**src/rtl/ped_crossing_ctrl.sv**
```systemverilog
`default_nettype none
// ============================================================================
// Module      : ped_crossing_ctrl
// Description : Pedestrian crossing controller that sits downstream of the
//               vehicle traffic-light FSM. It watches the one-hot vehicle
//               light code and a push-button, and drives the WALK / DONT_WALK
//               lamps. WALK is granted only on entry into vehicle RED, is
//               followed by a flashing clearance phase, and any illegal light
//               code forces a safe DONT_WALK-solid fault state.
// Ports       : clk         - rising-edge clock
//               rst         - synchronous reset, active-high
//               light[2:0]  - vehicle light, RED=100 GREEN=010 YELLOW=001
//               ped_btn     - pedestrian button level (rising edge = request)
//               walk        - WALK lamp
//               dont_walk   - DONT_WALK lamp (toggles during clearance)
//               flash       - high while in clearance
//               req_pending - latched request awaiting service
//               countdown   - remaining cycles of WALK/CLEAR, else 0
//               fault       - high while in fault state
// Revision    : 1.0 - initial release
// ============================================================================
module ped_crossing_ctrl #(
    parameter int WALK_CYC  = 4,
    parameter int CLEAR_CYC = 3,
    parameter int FLASH_DIV = 1,
    parameter int CW        = 8
) (
    input  logic          clk,
    input  logic          rst,
    input  logic [2:0]    light,
    input  logic          ped_btn,
    output logic          walk,
    output logic          dont_walk,
    output logic          flash,
    output logic          req_pending,
    output logic [CW-1:0] countdown,
    output logic          fault
);

    localparam logic [2:0] c_RED    = 3'b100;
    localparam logic [2:0] c_GREEN  = 3'b010;
    localparam logic [2:0] c_YELLOW = 3'b001;

    localparam logic [1:0] c_ST_IDLE  = 2'd0;
    localparam logic [1:0] c_ST_WALK  = 2'd1;
    localparam logic [1:0] c_ST_CLEAR = 2'd2;
    localparam logic [1:0] c_ST_FAULT = 2'd3;

    localparam logic [CW-1:0] c_ONE       = CW'(1);
    localparam logic [CW-1:0] c_WALK_LOAD = CW'(WALK_CYC);
    localparam logic [CW-1:0] c_CLR_LOAD  = CW'(CLEAR_CYC);

    localparam int                c_FDW       = (FLASH_DIV > 1) ? $clog2(FLASH_DIV) : 1;
    localparam logic [c_FDW-1:0]  c_FDIV_LAST = c_FDW'(FLASH_DIV - 1);

    logic [1:0]       r_state,  w_state_nxt;
    logic [CW-1:0]    r_cnt,    w_cnt_nxt;
    logic [c_FDW-1:0] r_fdiv,   w_fdiv_nxt;
    logic             r_walk,   w_walk_nxt;
    logic             r_dw,     w_dw_nxt;
    logic             r_flash,  w_flash_nxt;
    logic             r_req,    w_req_nxt;
    logic             r_fault,  w_fault_nxt;
    logic [2:0]       r_light_q;
    logic             r_btn_q;

    logic w_btn_rise;
    logic w_red_entry;
    logic w_legal;
    logic w_is_red;

    assign w_btn_rise  = ped_btn & ~r_btn_q;
    assign w_is_red    = (light == c_RED);
    assign w_red_entry = w_is_red & (r_light_q != c_RED);
    assign w_legal     = (light == c_RED) | (light == c_GREEN) | (light == c_YELLOW);

    always_comb begin
        w_state_nxt = r_state;
        w_cnt_nxt   = r_cnt;
        w_fdiv_nxt  = r_fdiv;
        w_walk_nxt  = r_walk;
        w_dw_nxt    = r_dw;
        w_flash_nxt = r_flash;
        w_fault_nxt = r_fault;
        // A press is latched in every state; IDLE clears it when served.
        w_req_nxt   = r_req | w_btn_rise;

        if (!w_legal) begin
            w_state_nxt = c_ST_FAULT;
            w_walk_nxt  = 1'b0;
            w_dw_nxt    = 1'b1;
            w_flash_nxt = 1'b0;
            w_cnt_nxt   = '0;
            w_fault_nxt = 1'b1;
        end else begin
            case (r_state)
                c_ST_IDLE: begin
                    if ((r_req | w_btn_rise) & w_red_entry) begin
                        w_state_nxt = c_ST_WALK;
                        w_walk_nxt  = 1'b1;
                        w_dw_nxt    = 1'b0;
                        w_cnt_nxt   = c_WALK_LOAD;
                        w_req_nxt   = 1'b0;
                    end
                end
                c_ST_WALK: begin
                    if (!w_is_red) begin
                        w_state_nxt = c_ST_IDLE;
                        w_walk_nxt  = 1'b0;
                        w_dw_nxt    = 1'b1;
                        w_cnt_nxt   = '0;
                    end else if (r_cnt == c_ONE) begin
                        w_state_nxt = c_ST_CLEAR;
                        w_walk_nxt  = 1'b0;
                        w_dw_nxt    = 1'b1;
                        w_flash_nxt = 1'b1;
                        w_cnt_nxt   = c_CLR_LOAD;
                        w_fdiv_nxt  = '0;
                    end else begin
                        w_cnt_nxt   = r_cnt - c_ONE;
                    end
                end
                c_ST_CLEAR: begin
                    if (!w_is_red || (r_cnt == c_ONE)) begin
                        w_state_nxt = c_ST_IDLE;
                        w_dw_nxt    = 1'b1;
                        w_flash_nxt = 1'b0;
                        w_cnt_nxt   = '0;
                    end else begin
                        w_cnt_nxt = r_cnt - c_ONE;
                        // Lamp holds each level for FLASH_DIV cycles.
                        if (r_fdiv == c_FDIV_LAST) begin
                            w_fdiv_nxt = '0;
                            w_dw_nxt   = ~r_dw;
                        end else begin
                            w_fdiv_nxt = r_fdiv + 1'b1;
                        end
                    end
                end
                default: begin
                    // Fault: leave on the first legal code, never straight to WALK.
                    w_state_nxt = c_ST_IDLE;
                    w_fault_nxt = 1'b0;
                end
            endcase
        end
    end

    always_ff @(posedge clk) begin
        if (rst) begin
            r_state   <= c_ST_IDLE;
            r_cnt     <= '0;
            r_fdiv    <= '0;
            r_walk    <= 1'b0;
            r_dw      <= 1'b1;
            r_flash   <= 1'b0;
            r_req     <= 1'b0;
            r_fault   <= 1'b0;
            r_light_q <= c_RED;
            // Held high so a button already pressed at reset is not an edge.
            r_btn_q   <= 1'b1;
        end else begin
            r_state   <= w_state_nxt;
            r_cnt     <= w_cnt_nxt;
            r_fdiv    <= w_fdiv_nxt;
            r_walk    <= w_walk_nxt;
            r_dw      <= w_dw_nxt;
            r_flash   <= w_flash_nxt;
            r_req     <= w_req_nxt;
            r_fault   <= w_fault_nxt;
            r_light_q <= light;
            r_btn_q   <= ped_btn;
        end
    end

    assign walk        = r_walk;
    assign dont_walk   = r_dw;
    assign flash       = r_flash;
    assign req_pending = r_req;
    assign countdown   = r_cnt;
    assign fault       = r_fault;

endmodule
`default_nettype wire

```
**config.mk**
```make
export PLATFORM = sky130hd
export DESIGN_NAME = ped_crossing_ctrl
export DESIGN_NICKNAME = d
export VERILOG_FILES = /design/src/rtl/ped_crossing_ctrl.sv
export SDC_FILE = /design/constraint.sdc
export NUM_CORES = 1
export LEC_CHECK = 0
export ABC_AREA = 1
export CORE_UTILIZATION = 40
export DETAILED_ROUTE_END_ITERATION = 16
export HOLD_SLACK_MARGIN = 0.03
export MAX_ROUTING_LAYER = met4
export PLACE_DENSITY = 0.64
export SLEW_MARGIN = 20
export SYNTH_ARGS = -nofsm -noshare
export SYNTH_HDL_FRONTEND = slang
export SYNTH_SLANG_ARGS = --single-unit
```
**constraint.sdc**
```tcl
create_clock -name clk -period 1.7 [get_ports clk]
set_input_delay 0.17 -clock clk [delete_from_list [all_inputs] [get_ports clk]]
set_output_delay 0.17 -clock clk [all_outputs]
set_load 0.02 [all_outputs]
```
==> results.tsv <==
metric	value	unit
clk_lat worst skew	300	ps
count of flip-flops with a built-in enable after synthesis	0	
worst setup path class	flip-flop to flip-flop	
drt via density	4.91	
clock edge transition at the registers on the reported setup and hold paths	110	ps
critical path's largest stage delay	400	ps
Crit-path slowest cell	dfxtp_1	
Die X	55.6	um
dominant synthesized flop cell	dfxtp_1	
post-route clock skew	4.10	ps
remaining routing DRC violations	0	
worst-case clock buffer depth	2	
Total Neg Setup Slack	0	ps
Max-cap violations	0	
vias in the first global route	1018	
Critical Path AT	1770	ps
Max VDD drop	0.000487	V
net count reported at finish	208	
number of inserted diodes	0	
Critical path buffers and inverters	1	
DR WL/cell	10.6	um
largest fanout of any net on the critical path	5	
largest cells by area after synthesis	dfxtp_1 (33%), nand2_1 (13%), nor2_1 (10%)	
Total Die Area	3090	sq um
most numerous cell on the critical path	nor2_1	
I/O pin cnt	19	
count of final hold-check violations	0	
sequential share of the synthesized area	33.1	%
drt pass-1 iters	4	
synthesis-to-finish area growth	21.0	%
unrepaired setup endpoints after global routing	false	
area of the mapped netlist	1150	sq um
synthesized instance count	173	
cell count after placement	222	
Commonest cells post-synth	nand2_1 (40), nor2_1 (31), inv_1 (26)	
total nets after synthesis	185	
largest net degree at the start of global routing	14	
Leak	0.659	nW
Relative slew margins	81.8	%
syn avg cell area	6.65	sq um
number of nets with antenna violations after routing	0	
Async S/R FF share, synth	0	%
standard cell core area	2730	sq um
initial antenna violation count	0	
pins over their slew limit	0	
Root Buffer	clkbuf_4	
TritonCTS Sinks	19	
count of placed standard cells in the final layout, fillers left out	226	
Die H	55.6	um
slew of the pin with the lowest slew margin	272	ps
post-layout minimum cycle time	1530	ps
cell accounting for the most synthesized area	dfxtp_1	
number of rows created at floorplan	19	
Critical Path Sink Type	flip-flop	
wire length reported by the detailed router	2.39	mm
maximum clock rate	653	MHz
cell with the most instances after synthesis	nand2_1	
layout cells sized above 1	8.21	%
TritonCTS Buffers	3	
number of storage elements in the synthesis netlist	19	
category of cells accounting for the largest share of critical-path delay	simple AND/OR/NAND/NOR gates	
fraction of post-synthesis cell area in the top cell type by area	33.1	%
synth unique cells	23	
Power Total	1.08	mW
global-route wire length before repair	4.19	mm
I/O Buffers	18	
postcts setup bufs	0	
effective utilization at floorplan	42.1	%
TritonCTS clock tree	yes	
initial detailed-routing violation count	29	
CTS H-tree lvls	1	
number of hold-repair buffers added at the cts stage	0	
startpoint class of the critical path	flip-flop	
global routing usage summed across all routing layers	17.7	%
final clock period utilization by the worst path	90.0	%
RD Place Congestion	0.878	
final setup fails	0	
required time at the endpoint of the critical path	1940	ps
cells traversed along the worst timing path	inv_1 -> ha_1 -> nand2_1 -> nor2_1 -> nor2_2 -> nand2_1 -> o21ai_1 -> nor2_1 -> nor2_1	
Yosys warnings	0	
Hold WC Path Type	input port to flip-flop	
HPWL Detailed	1.92	mm
total vias in the final route	1109	
Resize count post-CTS	0	
fillers	279	
power per unit of standard cell area	777	nW/um^2
outcome	finished, final reports clean	
remaining global-route overflow	0	
-- final cells by class --
cell class	count	area [sq um]	share of cell area, %
repair buffers	19	188	13.5
clock buffers	4	26.3	1.89
well taps	31	38.8	2.79
multi-input cells	124	649	46.7
flip-flops and latches	19	380	27.3
inverters	29	109	7.82
-- flip-flops by register name, summed over array words and instances, names as in the netlist --
register	cells
req_pending	1
walk	1
r_btn_q	1
countdown	8
dont_walk	1
r_light_q	3
fault	1
flash	1
r_state	2
-- power by group --
part / switching, mW / internal [mW] / leakage [nW]
Sequential: 0.0205 / 0.473 / 0.156
Combinational: 0.221 / 0.136 / 0.488
Clock: 0.139 / 0.0914 / 0.0150
-- per-stage QoR --
| step | utilization, % | hold slack (ps) | setup slack, ps | cell area (sq um) |
|---|---|---|---|---|
| 2_1_floorplan | - | 239 | 241 | 1150 |
| 3_3_place_gp | 49.9 | 462 | 97.0 | 1370 |
| 3_5_place_dp | 49.9 | 457 | 68.3 | 1370 |
| 4_1_cts | 50.9 | 456 | 159 | 1390 |
| 5_1_grt | 50.9 | 492 | 17.1 | 1390 |
| 6_report | 50.9 | 464 | 170 | 1390 |
-- cell usage in the layout (no fill, tap or decap), drive strengths merged --
cell	n
a21oi	9
buf	1
clkbuf	4
clkdlybuf4s50	18
dfxtp	19
ha	6
inv	29
nand2	44
nand3	14
nand3b	2
nand4	5
nor2	33
nor3	1
o21ai	7
or2	1
xnor2	1
xor2	1
-- worst paths after layout --
check / startpoint / endpoint / slack [ps] / cells past startpoint
worst min-delay path: ped_btn / r_btn_q / 460 / 2
worst min register to register: flash / flash / 470 / 2
worst max register to register: countdown[1] / countdown[2] / 170 / 9
worst max-delay path: countdown[1] / countdown[2] / 170 / 9
-- logic make-up after synthesis --
kind of cell    Yosys count  synth area share, %
flops                    19                 33.1
compound gates           16                 7.29
xor+xnor                  2                 1.52
simple gates            100                 41.1
buf+inv                  30                 10.4
fa+ha+maj                 6                 6.53
-- metal layers --
metal / vias to the layer above / wire, um / GRT usage, % / part of all wire [%]
li1: 586 / - / - / -
met2: 27 / 1200 / 30.5 / 50
met4: 0 / 44 / 10.0 / 1.8
met3: 4 / 100 / 2.09 / 4.2
met1: 492 / 1050 / 20.0 / 44
met5: - / 0 / - / 0
(Power assumes the default switching activity.)
